File: src/rtl/sr_ctrl_pkg.sv
// Shared types for the sr_latch sequencer: FSM states, command encodings
// and the command-to-target decode.
package sr_ctrl_pkg;

   typedef enum logic [2:0] {
      INIT,
      IDLE,
      DRIVE,
      GAP,
      CHECK
   } state_e;

   typedef enum logic [1:0] {
      OP_NOP = 2'b00,
      OP_SET = 2'b01,
      OP_RST = 2'b10,
      OP_TGL = 2'b11
   } op_e;

   // Value the latch should hold once the command's pulse has landed.
   function automatic logic op_target(op_e op, logic q_exp);
      case (op)
         OP_SET:  return 1'b1;
         OP_RST:  return 1'b0;
         OP_TGL:  return ~q_exp;
         default: return q_exp;
      endcase
   endfunction

endpackage

File: src/rtl/sr_latch_ctrl_if.sv
// Command handshake plus latch drive/readback bundle for sr_latch_ctrl.
// master: command source and latch side; slave: the controller.
interface sr_latch_ctrl_if;
   import sr_ctrl_pkg::*;

   logic cmd_valid;
   op_e  cmd_op;
   logic cmd_ready;
   logic err_clr;
   logic s;
   logic r;
   logic q;
   logic qn;
   logic q_exp;
   logic done;
   logic busy;
   logic err;

   modport master (
      output cmd_valid, cmd_op, err_clr, q, qn,
      input  cmd_ready, s, r, q_exp, done, busy, err
   );

   modport slave (
      input  cmd_valid, cmd_op, err_clr, q, qn,
      output cmd_ready, s, r, q_exp, done, busy, err
   );

endinterface

File: src/rtl/sr_pulse_timer.sv
// Loadable down-counter shared by the pulse and gap phases. Counts down to
// 1 and holds there; expire_o flags the last cycle of the phase.
module sr_pulse_timer #(
   parameter int W = 3
) (
   input  logic         clk,
   input  logic         load_i,
   input  logic [W-1:0] load_val_i,
   input  logic         en_i,
   output logic         expire_o
);

   logic [W-1:0] cnt_q;

   // Load on phase entry, otherwise count down without wrapping below 1.
   // NOTE: no reset branch here; the parent holds load_i high during reset,
   // so the count is always defined before it is used.
   always_ff @(posedge clk) begin
      // NOTE: non-blocking assignments for all clocked state, so every
      // register samples pre-edge values regardless of block ordering.
      if (load_i) begin
         cnt_q <= load_val_i;
      end else if (en_i && (cnt_q > W'(1))) begin
         cnt_q <= cnt_q - W'(1);
      end
   end

   assign expire_o = (cnt_q == W'(1));

endmodule

File: src/rtl/sr_latch_ctrl.sv
// Sequencer for the sr_latch cell: accepts SET/RESET/TOGGLE/NOP commands,
// drives fixed-width S/R pulses followed by a low gap, then reads back Q/QN
// and raises a sticky error on mismatch. All outputs are registered.
module sr_latch_ctrl
   import sr_ctrl_pkg::*;
#(
   parameter int PULSE_CYCLES = 4,
   parameter int GAP_CYCLES   = 2
) (
   input logic            clk,
   input logic            rst,
   sr_latch_ctrl_if.slave bus
);

   localparam int MAX_CYCLES = (PULSE_CYCLES > GAP_CYCLES) ? PULSE_CYCLES : GAP_CYCLES;
   localparam int CNT_W      = $clog2(MAX_CYCLES + 1);
   localparam logic [CNT_W-1:0] PULSE_LOAD = CNT_W'(PULSE_CYCLES);
   localparam logic [CNT_W-1:0] GAP_LOAD   = CNT_W'(GAP_CYCLES);

   state_e state_q, state_d;
   logic   tgt_q, tgt_d;         // value being driven in DRIVE
   logic   q_exp_q, q_exp_d;
   logic   chk_en_q, chk_en_d;   // CHECK compares readback (off for NOP)
   logic   cmd_q, cmd_d;         // CHECK completes a command (off for INIT)

   logic s_q, r_q, done_q, busy_q, ready_q, err_q;

   logic             timer_load;
   logic [CNT_W-1:0] timer_val;
   logic             timer_expire;
   logic             mismatch;

   assign mismatch = (bus.q != q_exp_q) || (bus.qn != ~q_exp_q);

   // Next-state, command capture and phase-timer load decisions.
   always_comb begin
      // NOTE: every variable gets a default first so no path leaves one
      // unassigned, which would otherwise infer a latch.
      state_d    = state_q;
      tgt_d      = tgt_q;
      q_exp_d    = q_exp_q;
      chk_en_d   = chk_en_q;
      cmd_d      = cmd_q;
      timer_load = 1'b0;
      timer_val  = PULSE_LOAD;

      case (state_q)
         // busy_q is still low in the first cycle after reset; the pulse
         // only starts counting once r is actually high.
         INIT:  if (busy_q && timer_expire) state_d = GAP;
         IDLE: begin
            if (bus.cmd_valid && ready_q) begin
               cmd_d = 1'b1;
               if (bus.cmd_op == OP_NOP) begin
                  state_d  = CHECK;
                  chk_en_d = 1'b0;
               end else begin
                  state_d  = DRIVE;
                  chk_en_d = 1'b1;
                  tgt_d    = op_target(bus.cmd_op, q_exp_q);
                  q_exp_d  = tgt_d;
               end
            end
         end
         DRIVE: if (timer_expire) state_d = GAP;
         GAP:   if (timer_expire) state_d = CHECK;
         CHECK: state_d = IDLE;
         default: state_d = INIT;
      endcase

      // Timer reloads on entry to a timed phase; reset preloads the INIT pulse.
      if (rst) begin
         timer_load = 1'b1;
         timer_val  = PULSE_LOAD;
      end else if ((state_d != state_q) && ((state_d == DRIVE) || (state_d == GAP))) begin
         timer_load = 1'b1;
         timer_val  = (state_d == GAP) ? GAP_LOAD : PULSE_LOAD;
      end
   end

   // State and captured-command registers.
   always_ff @(posedge clk) begin
      if (rst) begin
         state_q  <= INIT;
         tgt_q    <= 1'b0;
         q_exp_q  <= 1'b0;
         chk_en_q <= 1'b1;
         cmd_q    <= 1'b0;
      end else begin
         state_q  <= state_d;
         tgt_q    <= tgt_d;
         q_exp_q  <= q_exp_d;
         chk_en_q <= chk_en_d;
         cmd_q    <= cmd_d;
      end
   end

   // Registered outputs, derived from the state being entered so they line
   // up with the phase they belong to. s and r decode mutually exclusive states.
   always_ff @(posedge clk) begin
      if (rst) begin
         s_q     <= 1'b0;
         r_q     <= 1'b0;
         done_q  <= 1'b0;
         busy_q  <= 1'b0;
         ready_q <= 1'b0;
         err_q   <= 1'b0;
      end else begin
         s_q     <= (state_d == DRIVE) && tgt_d;
         r_q     <= (state_d == INIT) || ((state_d == DRIVE) && !tgt_d);
         done_q  <= (state_d == CHECK) && cmd_d;
         busy_q  <= (state_d != IDLE);
         ready_q <= (state_d == IDLE);
         // A fresh mismatch takes priority over a clear in the same cycle.
         if ((state_q == CHECK) && chk_en_q && mismatch) begin
            err_q <= 1'b1;
         end else if (bus.err_clr) begin
            err_q <= 1'b0;
         end
      end
   end

   sr_pulse_timer #(
      .W (CNT_W)
   ) u_timer (
      .clk        (clk),
      .load_i     (timer_load),
      .load_val_i (timer_val),
      .en_i       (busy_q),
      .expire_o   (timer_expire)
   );

   assign bus.s         = s_q;
   assign bus.r         = r_q;
   assign bus.done      = done_q;
   assign bus.busy      = busy_q;
   assign bus.cmd_ready = ready_q;
   assign bus.err       = err_q;
   assign bus.q_exp     = q_exp_q;

endmodule

File: src/flat_wrapper.sv
// flat-port wrapper written by rule: the top's interface ports become plain ports
module sr_latch_ctrl_flat import sr_ctrl_pkg::*;
#(
   parameter int PULSE_CYCLES = 4,
   parameter int GAP_CYCLES   = 2
)
  (clk, rst, bus_cmd_valid, bus_cmd_op, bus_err_clr, bus_q, bus_qn, bus_cmd_ready, bus_s, bus_r, bus_q_exp, bus_done, bus_busy, bus_err);
  sr_latch_ctrl_if bus_i ();
  input logic clk;
  input logic rst;
  input wire logic [$bits(bus_i.cmd_valid)-1:0] bus_cmd_valid;
  input wire logic [$bits(bus_i.cmd_op)-1:0] bus_cmd_op;
  input wire logic [$bits(bus_i.err_clr)-1:0] bus_err_clr;
  input wire logic [$bits(bus_i.q)-1:0] bus_q;
  input wire logic [$bits(bus_i.qn)-1:0] bus_qn;
  output wire logic [$bits(bus_i.cmd_ready)-1:0] bus_cmd_ready;
  output wire logic [$bits(bus_i.s)-1:0] bus_s;
  output wire logic [$bits(bus_i.r)-1:0] bus_r;
  output wire logic [$bits(bus_i.q_exp)-1:0] bus_q_exp;
  output wire logic [$bits(bus_i.done)-1:0] bus_done;
  output wire logic [$bits(bus_i.busy)-1:0] bus_busy;
  output wire logic [$bits(bus_i.err)-1:0] bus_err;
  assign bus_i.cmd_valid = bus_cmd_valid;
  assign bus_i.cmd_op = bus_cmd_op;
  assign bus_i.err_clr = bus_err_clr;
  assign bus_i.q = bus_q;
  assign bus_i.qn = bus_qn;
  assign bus_cmd_ready = bus_i.cmd_ready;
  assign bus_s = bus_i.s;
  assign bus_r = bus_i.r;
  assign bus_q_exp = bus_i.q_exp;
  assign bus_done = bus_i.done;
  assign bus_busy = bus_i.busy;
  assign bus_err = bus_i.err;
  sr_latch_ctrl #(.PULSE_CYCLES(PULSE_CYCLES), .GAP_CYCLES(GAP_CYCLES)) u_core (.clk(clk), .rst(rst), .bus(bus_i));
endmodule
File: config.mk
export PLATFORM = sky130hd
export DESIGN_NAME = sr_latch_ctrl_flat
export DESIGN_NICKNAME = d
export VERILOG_FILES = /design/src/rtl/sr_ctrl_pkg.sv /design/src/rtl/sr_latch_ctrl_if.sv /design/src/rtl/sr_pulse_timer.sv /design/src/rtl/sr_latch_ctrl.sv /design/src/flat_wrapper.sv
export SDC_FILE = /design/constraint.sdc
export NUM_CORES = 1
export LEC_CHECK = 0
export CAP_MARGIN = 30
export CORE_MARGIN = 4
export CORE_UTILIZATION = 44
export DETAILED_ROUTE_END_ITERATION = 8
export GPL_ROUTABILITY_DRIVEN = 0
export HOLD_SLACK_MARGIN = 0.15
export PLACE_DENSITY = 0.72
export SLEW_MARGIN = 5
export SYNTH_ARGS = -nofsm -noshare
export SYNTH_HDL_FRONTEND = slang
export SYNTH_SLANG_ARGS = --single-unit
export TNS_END_PERCENT = 100
File: constraint.sdc
create_clock -name clk -period 1.77 [get_ports clk]
set_input_delay 0.354 -clock clk [delete_from_list [all_inputs] [get_ports clk]]
set_output_delay 0.354 -clock clk [all_outputs]
set_load 0.03 [all_outputs]
==> qor.txt <==
run status: completed
Reg area: 352 sq um
CTS hold repair buffers: 0
Setup crit end kind: register
critical path class: reg2reg
Synth top area share: 33.4%
combinational power share: 43.8%
Starting Density: 48.9%
internal power: 0.000822 W
WP buf/inv: 1
Max Fanout on Critical Path: 5
Yosys top cell by area: dfxtp_1
final non-filler cell area: 1160 sq um
DRC Markers: 0
layout cells sized above 1: 31.0%
Fmax achieved: 0.568 GHz
CTS Buf Count: 3
DP HPWL: 1.49 mm
Worst Setup Start Kind: register
area grow syn2layout: 49.0%
Synth top cells by count: 13 x dfxtp_1, 13 x nor2_1, 5 x nand2_1
Max Slew Vio Count: 0
Post-synth EDFFs: 3
Crit path largest cell delay: 0.46 ns
clock sinks: 16
Cell Area, Synth: 779 sq um
Pleak: 0.478 nW
VDD IR max: 0.918 mV
die height: 50.1 microns
syn nets: 91
Hold WC Path Type: reg2reg
ys flop type: dfxtp_1
Clock transition at path regs: 0.10 ns
initial antenna violation count: 0
IO buf count: 14
Yosys cell types: 37
post-place instance area: 1090 sq um
total core area: 1590 sq um
sequential-to-total area share from yosys stat: 44.9%
Ys Warns: 0
grt total ovfl: 0
vias in the first global route: 693
clock share of power: 15.9%
largest net degree at the start of global routing: 10
clk buf depth: 2
GRT Util Overall: 17.6%
ys async rst share: 0%
switch share: 34.9%
Layout fillers: 125
minimum clock period: 1.76 ns
Post-DRT Antenna Nets: 0
CP max-delay cell: edfxtp_1
drt via density: 5.28
Root Buffer: clkbuf_4
CTS H-tree depth: 1
WL final: 1.90 mm
CP top delay family: compound AO/OA/AOI/OAI gates
average wire per standard cell: 13.6 microns
Max transition margin: 77.1%
PwrDens: 1090 nW/um^2
Antenna diodes: 0
Post-Syn Area per Cell: 9.62 sq um
Least-Margin Pin Slew: 0.341 ns
Final Hold Viols: 0
Req. time, crit path: 1.97 ns
worst setup margin: 0.00897 ns
DR vias: 739
CP Cell Sequence: ha_4 > nor2b_4 > a221oi_4 > buf_4 > nor4_1 > a2111oi_2
# nets final: 127
multi-input combinational cell area: 459 sq um
final worst-path cycle share: 99.5%
synth top area cells: dfxtp_1 33%, edfxtp_1 12%, nor2_1 6.3%, ha_1 3.2%, nand3b_1 2.9%
pre-CTS WS: -0.214 ns
total power: 0.00126 W
skew final: 0.0150 ns
Synth Register Bits: 16
worst skew pair latency: 0.30 ns
Max Cap Viol: 0
first-pass GRT wire length: 3.28 mm
Top Ports: 15
die area: 2510 sq um
drt first pass iters: 4
final setup violation count: 0
Starting DRT DRC Count: 13
unrepaired setup endpoints after global routing: true
Post-Synthesis Cells: 81
Reg power frac: 40.4%
# rows: 14
Top Registers: u_core.state_q x3, u_core.u_timer.cnt_q x3
Arr. time, crit path: 1.96 ns
CTS tree: yes
Psw: 0.000440 W
Die W: 50.1 microns
cells in the final DEF (no fill, tap or decap), types with 2 or more instances in the layout:
cell,instances
nand3b_1,3
nor3_1,3
a21oi_1,4
buf_4,18
dlymetal6s2s_1,3
nand2b_1,2
dfxtp_1,12
nor3b_1,2
clkdlybuf4s50_1,11
clkbuf_4,3
o21ai_0,2
inv_1,2
nor2_1,13
nand2_1,5
a31oi_1,2
edfxtp_1,3
timing repair:
| action | in CTS | in global routing |
|---|---|---|
| setup buffers | 2 | 2 |
| endpoints found under the setup margin | 4 | 11 |
| pin swaps | 4 | 1 |
| resized for setup | 0 | 5 |
stage by stage:
stage / std cells / TNS, ns / hold WS (ns) / utilization (%)
5_1_grt: 140 / -0.120 / 0.502 / 72.8
3_5_place_dp: 132 / -1.21 / 0.461 / 68.4
2_1_floorplan: 81 / -0.0302 / 0.422 / -
4_1_cts: 138 / 0 / 0.479 / 71.0
6_report: 140 / 0 / 0.473 / 72.8
3_3_place_gp: 132 / -0.687 / 0.458 / 68.4
layout make-up:
| class | instances | area share [%] |
|---|---|---|
| clock buffer | 3 | 1.94 |
| tap | 24 | 2.59 |
| clock inverter | 1 | 0.323 |
| inverter | 3 | 0.970 |
| sequential | 16 | 30.3 |
| multi-input combinational | 61 | 39.5 |
| timing repair buffer | 32 | 24.4 |
per-layer routing:
| layer | track usage (%) | part of all wire, % | vias up |
|---|---|---|---|
| met4 | 8.29 | 2.4 | 0 |
| met2 | 26.7 | 46 | 15 |
| met1 | 22.5 | 48 | 348 |
| met3 | 5.42 | 4.1 | 5 |
| li1 | - | - | 371 |
| met5 | 0 | 0 | - |
logic make-up after synthesis:
logic type / Yosys count / synth area share [%]
xor+xnor: 1 / 1.12
compound gates: 17 / 16.9
fa+ha+maj: 2 / 3.21
buf+inv: 4 / 1.93
flops: 16 / 44.9
simple gates: 41 / 31.9
worst register-to-register path, cell delays in order (launching register included):
cell	delay, ns
edfxtp_1	0.46
ha_4	0.20
nor2b_4	0.13
a221oi_4	0.28
buf_4	0.17
nor4_1	0.06
a2111oi_2	0.35
final timing paths:
kind                                start  cells past startpoint  slack (ns)           end
setup / recovery  u_core.u_timer.cnt_q[0]                      6       0.009  u_core.bus.r
hold / removal               u_core.cmd_q                      2        0.47  u_core.cmd_q
setup reg to reg  u_core.u_timer.cnt_q[0]                      6       0.009  u_core.bus.r
hold reg to reg              u_core.cmd_q                      2        0.47  u_core.cmd_q
power groups by stage:
stage | logic, W | registers, W | clock network, W
finish | 0.000553 | 0.000509 | 0.000200
global route | 0.000605 | 0.000518 | 0.000229
CTS | 0.000532 | 0.000505 | 0.000209
detailed placement | 0.000501 | 0.000513 | 0
global placement | 0.000493 | 0.000508 | 0
floorplan | 0.000270 | 0.000547 | 0
(Power assumes the default switching activity.)
